**config.mk**
```make
export PLATFORM = sky130hd
export DESIGN_NAME = uart_tx_arbiter
export DESIGN_NICKNAME = d
export VERILOG_FILES = /design/src/rtl/uart_tx_arbiter.sv
export SDC_FILE = /design/constraint.sdc
export NUM_CORES = 1
export LEC_CHECK = 0
export CAP_MARGIN = 20
export CELL_PAD_IN_SITES_DETAIL_PLACEMENT = 0
export CELL_PAD_IN_SITES_GLOBAL_PLACEMENT = 1
export CORE_MARGIN = 2
export CORE_UTILIZATION = 31
export CTS_CLUSTER_DIAMETER = 100
export DETAILED_ROUTE_END_ITERATION = 16
export PLACE_DENSITY_LB_ADDON = 0.05
export SLEW_MARGIN = 20
export SYNTH_ARGS = -nofsm -noshare
export SYNTH_HDL_FRONTEND = slang
export SYNTH_SLANG_ARGS = --single-unit
```
**constraint.sdc**
```tcl
create_clock -name clock -period 2.6 [get_ports clock]
set_input_delay 0.65 -clock clock [delete_from_list [all_inputs] [get_ports clock]]
set_output_delay 0.65 -clock clock [all_outputs]
set_load 0.005 [all_outputs]
```
**src/rtl/uart_tx_arbiter.sv**
```systemverilog
// Round-robin arbiter sharing one 8N1 uart_tx among byte-stream requesters.
// A grant is held for a packet, until valid drops, or for MAX_BURST bytes.
module uart_tx_arbiter #(
  parameter int NUM_REQ    = 4,
  parameter int DATA_WIDTH = 8,
  parameter int MAX_BURST  = 16,
  localparam int ID_W = (NUM_REQ > 1) ? $clog2(NUM_REQ) : 1
) (
  input  logic                          clock,
  input  logic                          reset,
  input  logic [NUM_REQ-1:0]            req_valid,
  input  logic [NUM_REQ*DATA_WIDTH-1:0] req_data,
  input  logic [NUM_REQ-1:0]            req_last,
  output logic [NUM_REQ-1:0]            req_ready,
  output logic [DATA_WIDTH-1:0]         tx_data,
  output logic                          tx_start,
  input  logic                          tx_busy,
  output logic [ID_W-1:0]               grant_id,
  output logic                          grant_active
);

  typedef enum logic [2:0] {
    IDLE,
    ACCEPT,
    START,
    WAIT_BUSY,
    WAIT_DONE
  } state_t;

  localparam logic [7:0] BURST_LIM = 8'(MAX_BURST - 1);

  state_t                  state, state_n;
  logic [ID_W-1:0]         rr_ptr, rr_n;
  logic [ID_W-1:0]         gid_n, pick;
  logic                    act_n, found;
  logic                    last_q, last_n;
  logic [7:0]              burst_cnt, burst_n;
  logic [DATA_WIDTH-1:0]   data_n, sel_data;
  logic                    sel_valid, sel_last;
  logic [NUM_REQ-1:0]      rot;
  int                      s;

  assign sel_valid = req_valid[grant_id];
  assign sel_last  = req_last[grant_id];
  assign sel_data  = req_data[grant_id*DATA_WIDTH +: DATA_WIDTH];

  // Rotate so bit 0 is the requester just after the last owner.
  always_comb begin
    rot   = NUM_REQ'({req_valid, req_valid} >> ({1'b0, rr_ptr} + 1'b1));
    found = 1'b0;
    pick  = '0;
    s     = 0;
    for (int k = 0; k < NUM_REQ; k++) begin
      if (!found && rot[k]) begin
        found = 1'b1;
        s = int'(rr_ptr) + 1 + k;
        if (s >= NUM_REQ) s = s - NUM_REQ;
        pick = ID_W'(s);
      end
    end
  end

  always_comb begin
    state_n   = state;
    gid_n     = grant_id;
    act_n     = grant_active;
    rr_n      = rr_ptr;
    burst_n   = burst_cnt;
    data_n    = tx_data;
    last_n    = last_q;
    req_ready = '0;
    tx_start  = 1'b0;
    unique case (state)
      IDLE: begin
        if (found) begin
          gid_n   = pick;
          act_n   = 1'b1;
          burst_n = '0;
          state_n = ACCEPT;
        end
      end
      ACCEPT: begin
        if (sel_valid) begin
          req_ready = NUM_REQ'(1) << grant_id;
          data_n    = sel_data;
          last_n    = sel_last;
          state_n   = START;
        end else begin
          act_n   = 1'b0;
          rr_n    = grant_id;
          state_n = IDLE;
        end
      end
      START: begin
        tx_start = 1'b1;
        state_n  = WAIT_BUSY;
      end
      WAIT_BUSY: begin
        if (tx_busy) state_n = WAIT_DONE;
      end
      WAIT_DONE: begin
        if (!tx_busy) begin
          if (!last_q && burst_cnt < BURST_LIM) begin
            burst_n = burst_cnt + 8'd1;
            state_n = ACCEPT;
          end else begin
            act_n   = 1'b0;
            rr_n    = grant_id;
            state_n = IDLE;
          end
        end
      end
      default: state_n = IDLE;
    endcase
  end

  always_ff @(posedge clock) begin
    if (reset) begin
      state        <= IDLE;
      grant_id     <= '0;
      grant_active <= 1'b0;
      rr_ptr       <= ID_W'(NUM_REQ - 1);
      burst_cnt    <= '0;
      tx_data      <= '0;
      last_q       <= 1'b0;
    end else begin
      state        <= state_n;
      grant_id     <= gid_n;
      grant_active <= act_n;
      rr_ptr       <= rr_n;
      burst_cnt    <= burst_n;
      tx_data      <= data_n;
      last_q       <= last_n;
    end
  end

endmodule

```
After elaboration in Yosys (flattened, before gate mapping)
Cells that the tools add are included.
W data, S select, Z words.
- $add $sub $neg: 10
- $lt $le $gt $ge: 6
- equal/unequal tests: 10
- shift operators: 3
- multiplexer cells: 38
- reduce and logical (&&, ||, !) cells: 18
- operators by type and width (cell ; count):
    $shiftx A32 B6 Y8 ; 1
    $mux W2 ; 12
    $mux W8 ; 3
    $pmux W8 S2 ; 1
    $pmux W3 S5 ; 1
    $ge A4 B3 Y1 const B ; 3
    $mux W1 ; 12
    $ne A2 B2 Y1 const B ; 6
    $mux W3 ; 3
    $add A3 B2 Y4 const B ; 2
    $add A8 B1 Y8 const B ; 1
    $lt A8 B4 Y1 const B ; 1
    $mux W4 ; 2
    $reduce_and A4 Y1 ; 2
    $shr A8 B3 Y4 ; 1
    $sub A2 B1 Y2 const B ; 4
    $add A2 B1 Y3 const B ; 2
    $eq A3 B2 Y1 const B ; 2
    $reduce_and A5 Y1 ; 1
    $add A3 B1 Y4 const B ; 1
    $bmux W1 S2 ; 2
    $logic_and A1 B1 Y1 ; 4
    $logic_not A1 Y1 ; 4
    $pmux W2 S2 ; 1
    other kinds (11) ; 13
- register bits: 25
- bits of input ports: 43

Depth between registers and ports, before layout
Gate-level depths: netlist of the first run.
- word-level depth: 14
- mapped depth: 6
- gate-level depth less buffers: 5

Worst setup path before layout of the first run
Ideal clock, no wire load.
- kind: in2out
- start point: input req_valid[3]
- end point: output req_ready[2]
- arrival time: 1.585 ns
- path slack: 0.365 ns
- stages on the path: 3
- cell sequence: mux4_2 nand2_1 nor3b_1
- longest elaborated chain between the ends: 4
- RTL lines (what ; line ; text):
    start: declaration ; 11 ; input logic [NUM_REQ-1:0] req_valid,
    $bmux W1 S2 ; 43 ; assign sel_valid = req_valid[grant_id];
    $mux W1 (implied by the code) ; 43 ;
    $mux W4 ; 83 ; if (sel_valid) begin
    $mux W4 ; 73 ; unique case (state)
    end: declaration ; 14 ; output logic [NUM_REQ-1:0] req_ready,
Every way passes these cells. The select of a mux whose other input is x is not followed.

Worst setup path after layout of the first run
- start point: input req_valid[2]
- end point: output req_ready[2]
The elaborated chain is that of the path after synthesis.

==> results of run 1 <==
layer usage:
layer | vias up | GRT usage [%] | wire length [µm]
li1 | 699 | - | -
met1 | 651 | 20.38 | 1780
met2 | 34 | 26.95 | 1883
met3 | 2 | 1.969 | 158
met4 | 0 | 3.145 | 19
met5 | - | 0 | 0
kinds of logic (layout without fill, tap and decap cells):
logic type,count (synthesis),count (layout),share of synthesized area (%)
and+or+nand+nor,60,60,21.84
AOI/OAI and AO/OA,26,26,12.63
DFF,25,25,35.09
muxes,23,23,24.91
buffers and inverters,15,83,4.650
adders and majority gates,1,1,0.8771
cell type report:
class                   instances  area [µm²]
clock buffers                   4       45.04
fillers                       428        2192
inverters                       5       18.77
multi-input cells             110       867.1
flip-flops and latches         25       500.5
well taps                      52       65.06
repair buffers                 74       695.7
Yosys cell counts, types with 2 or more instances:
library cell,instances,area [µm²]
or4_1,3,22.52
nand3_1,5,25.02
buf_1,2,7.510
dfxtp_1,25,500.5
o221ai_1,2,17.52
a31oi_1,2,12.51
and2_1,2,12.51
nor4_1,2,12.51
and3_1,2,12.51
nor2_1,19,71.32
o21a_1,2,15.01
a211oi_1,2,15.01
nand2_1,12,45.04
a21oi_1,6,30.03
clkbuf_1,5,18.77
nor3b_1,2,15.01
inv_1,5,18.77
mux4_2,10,225.2
nand2b_1,4,25.02
o21ai_0,5,25.02
nor3_1,4,20.02
buf_2,2,10.01
mux2i_1,13,130.1
sequential cells by signal (all words and copies together) (netlist names):
| signal | flops |
|---|---|
| burst_cnt | 8 |
| grant_active | 1 |
| tx_data | 8 |
| state | 3 |
| last_q | 1 |
| grant_id | 2 |
| rr_ptr | 2 |
report_power, final:
group	leakage, nW	internal (mW)	switching [mW]	total, mW
clock network	0.0228	0.109	0.117	0.226
registers	0.204	0.418	0.0255	0.444
logic	0.671	0.241	0.164	0.405
through the flow:
step / TNS [ns] / std cells / area, µm² / util [%] / setup WS [ns]
2_1_floorplan: 0 / 150 / 1426 / - / 0.3650
3_3_place_gp: -0.3467 / 265 / 2137 / 48.74 / -0.2330
3_5_place_dp: -0.3863 / 265 / 2137 / 48.74 / -0.2521
4_1_cts: 0 / 269 / 2182 / 49.77 / 0.008725
5_1_grt: 0 / 270 / 2192 / 50.00 / 0.08206
6_report: 0 / 270 / 2192 / 50.00 / 0.1296
worst max-delay path, cell delays in order:
cell and delay [ns]:
clkdlybuf4s50_1 0.43, mux4_2 0.49, nand2_2 0.09, nor3b_2 0.04
clkbuf_2 0.12
cell usage in the layout, fill, tap and decap left out, drive strengths merged:
master / n
dlymetal6s2s: 1
and2: 2
mux4: 10
o221ai: 2
nor4b: 1
or3b: 1
clkdlybuf4s50: 54
nor3: 4
nor2: 19
o21a: 2
nor4: 2
o21ai: 5
nand3: 5
a31oi: 2
buf: 16
nand2b: 4
or4b: 1
dlygate4sd2: 2
a21oi: 7
a41oi: 1
dfxtp: 25
a211oi: 3
mux2i: 13
and4: 2
a2111oi: 1
clkbuf: 5
inv: 5
or4: 3
nand2: 12
a21o: 1
ha: 1
nor3b: 2
and3: 2
o22a: 1
o311a: 1
how the worst max path moves through the flow:
stage	startpoint	end	slack, ns	depth (start not counted)
2_1_floorplan	req_valid[3]	req_ready[2]	0.37	3
3_3_place_gp	req_valid[1]	req_ready[2]	-0.23	5
3_5_place_dp	req_valid[2]	req_ready[2]	-0.25	5
4_1_cts	req_valid[3]	req_ready[3]	0.009	4
5_1_grt	req_valid[2]	req_ready[2]	0.08	5
6_report	req_valid[2]	req_ready[2]	0.13	5
what timing repair did:
item                                   CTS  global route
endpoints found under the hold margin    0             0
pin swaps                                0             0
gates resized for setup                  5             3
setup endpoints to repair                3             2
setup buffers                            0             1
==> reports/results.txt, run 1 <==
status: finished, final reports clean
Worst setup SP type: input port
static leakage: 0.8974 nW
Ant. Diodes: 0
drt initial violations: 39
clk buf depth: 2
Tmin final: 2.470 ns
initial antenna violation count: 0
GRT Residual Overflow: 0
I/O Pins: 59
Final #Nets: 263
core area: 0.004384 mm²
Peak VDD IR: 0.0002385 V
final WL: 3841 µm
Die H: 71.83 µm
GRT Overall Usage: 15.41%
Worst R2R Path Depth: 5
RSZ-0062 raised after global routing: no
Worst Max-Slew Pin Slew: 0.4683 ns
flop-to-flop setup slack: 0.52 ns
hold_buf cts: 0
Post-route DRC: 0
Initial Utilization: 32.53%
Layout area overhead: 53.68%
vias per std cell: 5.133
number of global-route vias before repair: 1391
worst clock skew: 0.003872 ns
hold path start: burst_cnt[6]
Unique masters post-synth: 37
via count: 1386
Final period util: 95.01%
Syn Inst Count: 150
total power: 1.075 mW
drt pass-1 iters: 4
CTS root buffer: clkbuf_8
Slew Viols, Final: 0
Fin. Hold Viols: 0
post-synthesis net count: 194
async set-reset flop share out of synthesis: 0%
WL/cell: 14.23 µm
hold depth: 1
sequential-to-total area share from yosys stat: 35.09%
Port-buffer cells: 58
Antenna Nets Post-Route: 0
Avg Cell Area, Syn: 9.509 µm²
Seq cells post-synth: 25
depth of the CTS H-tree: 1
Fmax: 0.4048 GHz
synth warn: 0
final setup fails: 0
worst hold slack: 0.4947 ns
Final GP Congestion: 0.7793
CTS tree: yes
first-pass GRT wire length: 6430 µm
CP required: 1.95 ns
clk_lat worst skew: 0.26 ns
HP Class: reg -> reg
Post-Syn Area: 0.001426 mm²
top_reg_cell synth: dfxtp_1
clock-pin slew on the worst setup and hold paths: 0.08 ns
largest net degree at the start of global routing: 17
Clock Sinks: 25
TritonCTS Buffers: 3
full die area: 0.005160 mm²
num rows: 24
max_cap viols: 0
worst hold endpoint: burst_cnt[6]
FF-to-FF End: burst_cnt[3]
CP Capture Type: primary output
relative slew slack: 68.54%
share of cells above drive strength 1: 16.97%
crit path kind: in -> out
Crit Reg-Reg Startpoint: state[0]
pwr dens: 490.6 mW/mm²
number of synthesized flops with an enable pin: 0
post-DP HPWL: 3033 µm
crit-path max FO: 2
WP data arrival: 1.82 ns
die width: 71.83 µm
Note: power is estimated with default switching activity, not from simulation.
==> run 2, diff against run 1 <==
SKIP_CTS_REPAIR_TIMING = 1   (was default)
==> run 2 against run 1 <==
Register-to-register slack barely moved. Routed wire length rose by 0.47%. Maximum frequency fell by 1.5%. Via count rose by 1.4%. Power barely moved. Clock-buffer cell count did not move. Largest cell class unchanged. Highest routed layer unchanged.
==> reports/results.txt, run 2 (same netlist as run 1, synthesis figures left out) <==
status: finished, final reports clean
pwr dens: 487.6 mW/mm² (-0.60%)
via count: 1406 (+1.4%)
final WL: 3859 µm (+0.47%)
vias per std cell: 5.207 (+1.4%)
Final #Nets: 263 (unchanged)
most frequent cells in the layout: 54 x clkdlybuf4s50_1, 25 x dfxtp_1, 19 x nor2_1
Crit path depth: 5 (unchanged)
die width: 71.83 µm (unchanged)
Clock Sinks: 25 (unchanged)
Post-route DRC: 0 (unchanged)
RSZ-0062 raised after global routing: no
CTS tree: yes
Fmax: 0.3986 GHz (-1.5%)
CP max stage cell: mux4_2
flop-to-flop setup slack: 0.52 ns (about the same)
clock-pin slew on the worst setup and hold paths: 0.08 ns (about the same)
CP Capture Type: primary output
Layout area overhead: 54.74%
max_cap viols: 0 (unchanged)
Worst Max-Slew Pin Slew: 0.4632 ns (-0.005100 ns)
share of cells above drive strength 1: 16.51% (-0.46 points)
WP data arrival: 1.86 ns (+0.04 ns)
clk buf depth: 2 (unchanged)
number of global-route vias before repair: 1399 (+0.58%)
Slew Viols, Final: 0 (unchanged)
Antenna Nets Post-Route: 0 (unchanged)
commonest non-fill, non-tap cell in the layout: clkdlybuf4s50_1
WL/cell: 14.29 µm (+0.47%)
worst hold slack: 0.4947 ns (-0.00002300 ns)
M1 GR Usage: 20.47% (+0.087 points)
CTS root buffer: clkbuf_8
CP Cell Sequence: clkdlybuf4s50_1 -> mux4_2 -> nand2_2 -> nor3b_2 -> dlymetal6s2s_1
crit path buf inv count: 2 (unchanged)
Fillers: 427 (-0.23%)
Final GP Congestion: 0.7793 (unchanged)
biggest regs: burst_cnt x8, tx_data x8, state x3
Initial Utilization: 32.53% (unchanged)
Fin. Hold Viols: 0 (unchanged)
FF-to-FF End: burst_cnt[3]
full die area: 0.005160 mm² (unchanged)
kind of cell adding the most delay to the critical path: buffers and inverters
static leakage: 0.9406 nW (+4.8%)
Tmin final: 2.509 ns (+0.03824 ns)
Final period util: 96.49% (+1.5 points)
GRT Overall Usage: 15.44% (+0.029 points)
Worst R2R Path Depth: 5 (unchanged)
Peak VDD IR: 0.0002391 V (+0.27%)
worst clock skew: 0.003701 ns (-0.0001702 ns)
final setup fails: 0 (unchanged)
depth of the CTS H-tree: 1 (unchanged)
core area: 0.004384 mm² (unchanged)
TritonCTS Buffers: 3 (unchanged)
clk_lat worst skew: 0.26 ns (about the same)
CP Capture Point: req_ready[2]
crit path kind: in -> out
crit-path max FO: 2 (unchanged)
Crit Reg-Reg Startpoint: state[0]
num rows: 24 (unchanged)
post-DP HPWL: 3033 µm (unchanged)
most used routing layer: met2
routing usage on met2: 26.95% (unchanged)
I/O Pins: 59 (unchanged)
slowest stage delay, CP: 0.49 ns (about the same)
Worst setup SP type: input port
Port-buffer cells: 58 (unchanged)
CP required: 1.95 ns (about the same)
GRT Residual Overflow: 0 (unchanged)
drt initial violations: 39 (unchanged)
relative slew slack: 68.83% (+0.30 points)
largest net degree at the start of global routing: 17 (unchanged)
HP Class: reg -> reg
worst setup path startpoint: req_valid[2]
GR Layer Usage met3: 1.969% (unchanged)
Die H: 71.83 µm (unchanged)
initial antenna violation count: 0 (unchanged)
drt pass-1 iters: 4 (unchanged)
first-pass GRT wire length: 6444 µm (+0.22%)
final setup TNS: 0 ns (unchanged)
Ant. Diodes: 0 (unchanged)
[run 2: cell types whose count changed in the layout (fill, tap and decap cells not counted), sizes merged]
cell	previous run	this run
dlygate4sd2	2	0
dlymetal6s2s	1	4
clkbuf	5	4
[run 2: metal layers]
| metal | up-vias | wire length (µm) |
|---|---|---|
| met5 | - | 0 |
| met4 | 0 | 19 |
| li1 | 700 | - |
| met2 | 41 | 1907 |
| met1 | 663 | 1757 |
| met3 | 2 | 175 |
[run 2: power breakdown]
| part | switching, mW | internal, mW | total [mW] |
|---|---|---|---|
| Clock | 0.117 | 0.109 | 0.226 |
| Combinational | 0.164 | 0.243 | 0.407 |
| Sequential | 0.0254 | 0.418 | 0.443 |
| Total | 0.306 | 0.770 | 1.08 |
[run 2: how the worst min path moves through the flow]
stage	start	endpoint	slack, ns	depth (start not counted)
final	burst_cnt[6]	burst_cnt[6]	0.49	1
after global routing	burst_cnt[6]	burst_cnt[6]	0.51	1
after CTS	burst_cnt[6]	burst_cnt[6]	0.50	1
after detailed placement	burst_cnt[6]	burst_cnt[6]	0.48	1
after global placement	burst_cnt[6]	burst_cnt[6]	0.47	1
after floorplan	burst_cnt[6]	burst_cnt[6]	0.45	1
[run 2: layout make-up]
class,instances,area (µm²),area share (%)
repair buffers,74,710.7,32.20
multi-input cells,110,867.1,39.29
flip-flops and latches,25,500.5,22.68
clock buffers,4,45.04,2.041
well taps,52,65.06,2.948
inverters,5,18.77,0.8503
[run 2: through the flow]
step	area, µm²	worst slack, ns	util (%)	power (mW)	instances
after floorplan	1426	0.3650	-	0.6720	150
after CTS	2182	-0.2594	49.77	1.087	269
after global routing	2207	0.04223	50.34	1.147	270
final	2207	0.09138	50.34	1.076	270
after detailed placement	2137	-0.2521	48.74	0.8574	265
after global placement	2137	-0.2330	48.74	0.8498	265
==> patch (settings of run 2) <==
The 5 states of `state_t` get a one-hot encoding in 5 bits.
--- a/src/rtl/uart_tx_arbiter.sv
+++ b/src/rtl/uart_tx_arbiter.sv
@@ -19,12 +19,12 @@
   output logic                          grant_active
 );
 
-  typedef enum logic [2:0] {
-    IDLE,
-    ACCEPT,
-    START,
-    WAIT_BUSY,
-    WAIT_DONE
+  typedef enum logic [4:0] {
+    IDLE      = 5'b00001,
+    ACCEPT    = 5'b00010,
+    START     = 5'b00100,
+    WAIT_BUSY = 5'b01000,
+    WAIT_DONE = 5'b10000
   } state_t;
 
   localparam logic [7:0] BURST_LIM = 8'(MAX_BURST - 1);
Check against the original RTL: same outputs for any inputs over 10 cycles, from zero or initial values and one cycle with reset high; not proved beyond that.
==> patch against run 2 <==
Setup slack gained 0.090 ns; power decreased by 4.4%; register-to-register slack better by 0.05 ns; final area increased by 8.0%; die area grew 6.2%; largest cell class unchanged; routed wire length rose by 7.7%; synthesized area increased by 6.6%; non-clock buffer count increased by 3; sequential cell count increased by 2.
==> patch: results (changes against run 2) <==
- Outcome: complete, no violations
- Primary FF master, synth: dfxtp_1
- Final setup skew: 0.008597 ns (+0.004896 ns)
- Cell variety after synth: 45 (+22%)
- CP max stage delay: 0.44 ns (-0.05 ns)
- First-pass GRT wire length: 6.851 mm (+6.3%)
- Global placer's final weighted congestion: 0.7618 (-2.2%)
- Total Routing Usage GR: 0.1612 (+0.006775)
- Post-detail-place hpwl: 3.288 mm (+8.4%)
- Leakage: 1.034 nW (+9.9%)
- Clock Pin Slew Worst Setup and Hold Paths: 0.11 ns (+0.03 ns)
- Most instantiated cells after synthesis: 27 x dfxtp_1, 15 x nor2_1, 12 x mux2i_1, 10 x mux4_2, 8 x nor3b_1
- Part of the Yosys area used for sequential elements: 0.3556 (+0.004678)
- Worst skew pair latency: 0.28 ns (+0.02 ns)
- Vias in the first global route: 1502 (+7.4%)
- CP max-delay cell: or3_1
- Vias per cell: 5.084 (-2.4%)
- Largest net degree at the start of global routing: 17 (unchanged)
- Nets@finish: 264 (+0.38%)
- Number of synthesis warnings: 0 (unchanged)
- Internal power: 0.7398 mW (-3.9%)
- Synth top area cells: dfxtp_1 36%, mux4_2 15%, mux2i_1 7.9%, nor3b_1 4.0%, nor2_1 3.7%
- DRT iter0 DRCs: 111 (+180%)
- Post-Route WL: 4.155 mm (+7.7%)
- Mapped Nets: 193 (-0.52%)
- Ys async rst share: 0 (unchanged)
- Delay-heaviest family, CP: simple AND/OR/NAND/NOR gates
- Layout cells sized above 1: 0.2100 (+0.04491)
- CP Data Arrival Time: 1.77 ns (-0.09 ns)
- Least-Margin Pin Slew: 0.4297 ns (-0.03353 ns)
- Fill count: 455 (+6.6%)
- Worst Path Max Fanout: 3 (+1)
## patch: worst register-to-register path, cell delays in order (launching register included)
cell,delay (ns)
dfxtp_1,0.33
buf_4,0.15
or3b_1,0.42
or3_4,0.36
o32a_1,0.35
a211o_1,0.30
## patch: per-layer routing
| metal | track usage | up-vias | part of all wire | routed length, um |
|---|---|---|---|---|
| li1 | - | 703 | - | - |
| met1 | 0.1951 | 700 | 0.42 | 1745 |
| met2 | 0.2887 | 49 | 0.51 | 2136 |
| met3 | 0.04336 | 2 | 0.060 | 250 |
| met4 | 0.03030 | 0 | 0.0053 | 22 |
| met5 | 0 | - | 0 | 0 |
## patch: cell type report
class                      instances  share of cell area
clock buffer                       3             0.01731
tap                               67             0.03515
sequential                        27              0.2267
inverter                           2            0.003148
multi-input combinational        109              0.4029
clock inverter                     1            0.003148
timing repair buffer              77              0.3116
## patch: kinds of logic (layout without fill, tap and decap cells)
family / after synthesis / in the layout / share of synthesized area
compound gates: 27 / 27 / 0.1366
buf+inv: 13 / 83 / 0.03457
fa+ha+maj: 1 / 1 / 0.008229
flops: 27 / 27 / 0.3556
mux: 23 / 23 / 0.2346
simple gates: 58 / 58 / 0.2304
## patch: path summary, 6_finish.rpt
| kind | start | to | slack [ns] | cells after the start |
|---|---|---|---|---|
| worst min-delay path | burst_cnt[7] | burst_cnt[7] | 0.48 | 1 |
| worst max-delay path | state[2] | req_ready[3] | 0.18 | 5 |
| worst min register to register | burst_cnt[7] | burst_cnt[7] | 0.48 | 1 |
| worst max register to register | state[2] | rr_ptr[0] | 0.57 | 5 |
## patch: power by group through the flow
stage	registers (mW)	clock network (mW)	logic (mW)
after floorplan	0.450	0	0.172
after global placement	0.453	0	0.318
after detailed placement	0.454	0	0.324
after CTS	0.444	0.265	0.326
after global routing	0.449	0.280	0.356
final	0.446	0.255	0.329
## patch: per-stage QoR
step | area, um2 | power (mW) | TNS (ns) | cells | setup WS, ns
floorplan | 1520 | 0.6221 | 0 | 149 | 0.2846
global placement | 2282 | 0.7708 | -1.204 | 282 | -0.3247
detailed placement | 2282 | 0.7780 | -1.302 | 282 | -0.3522
CTS | 2331 | 1.035 | -1.392 | 286 | -0.3848
global route | 2385 | 1.085 | 0 | 286 | 0.08497
finish | 2385 | 1.029 | 0 | 286 | 0.1814
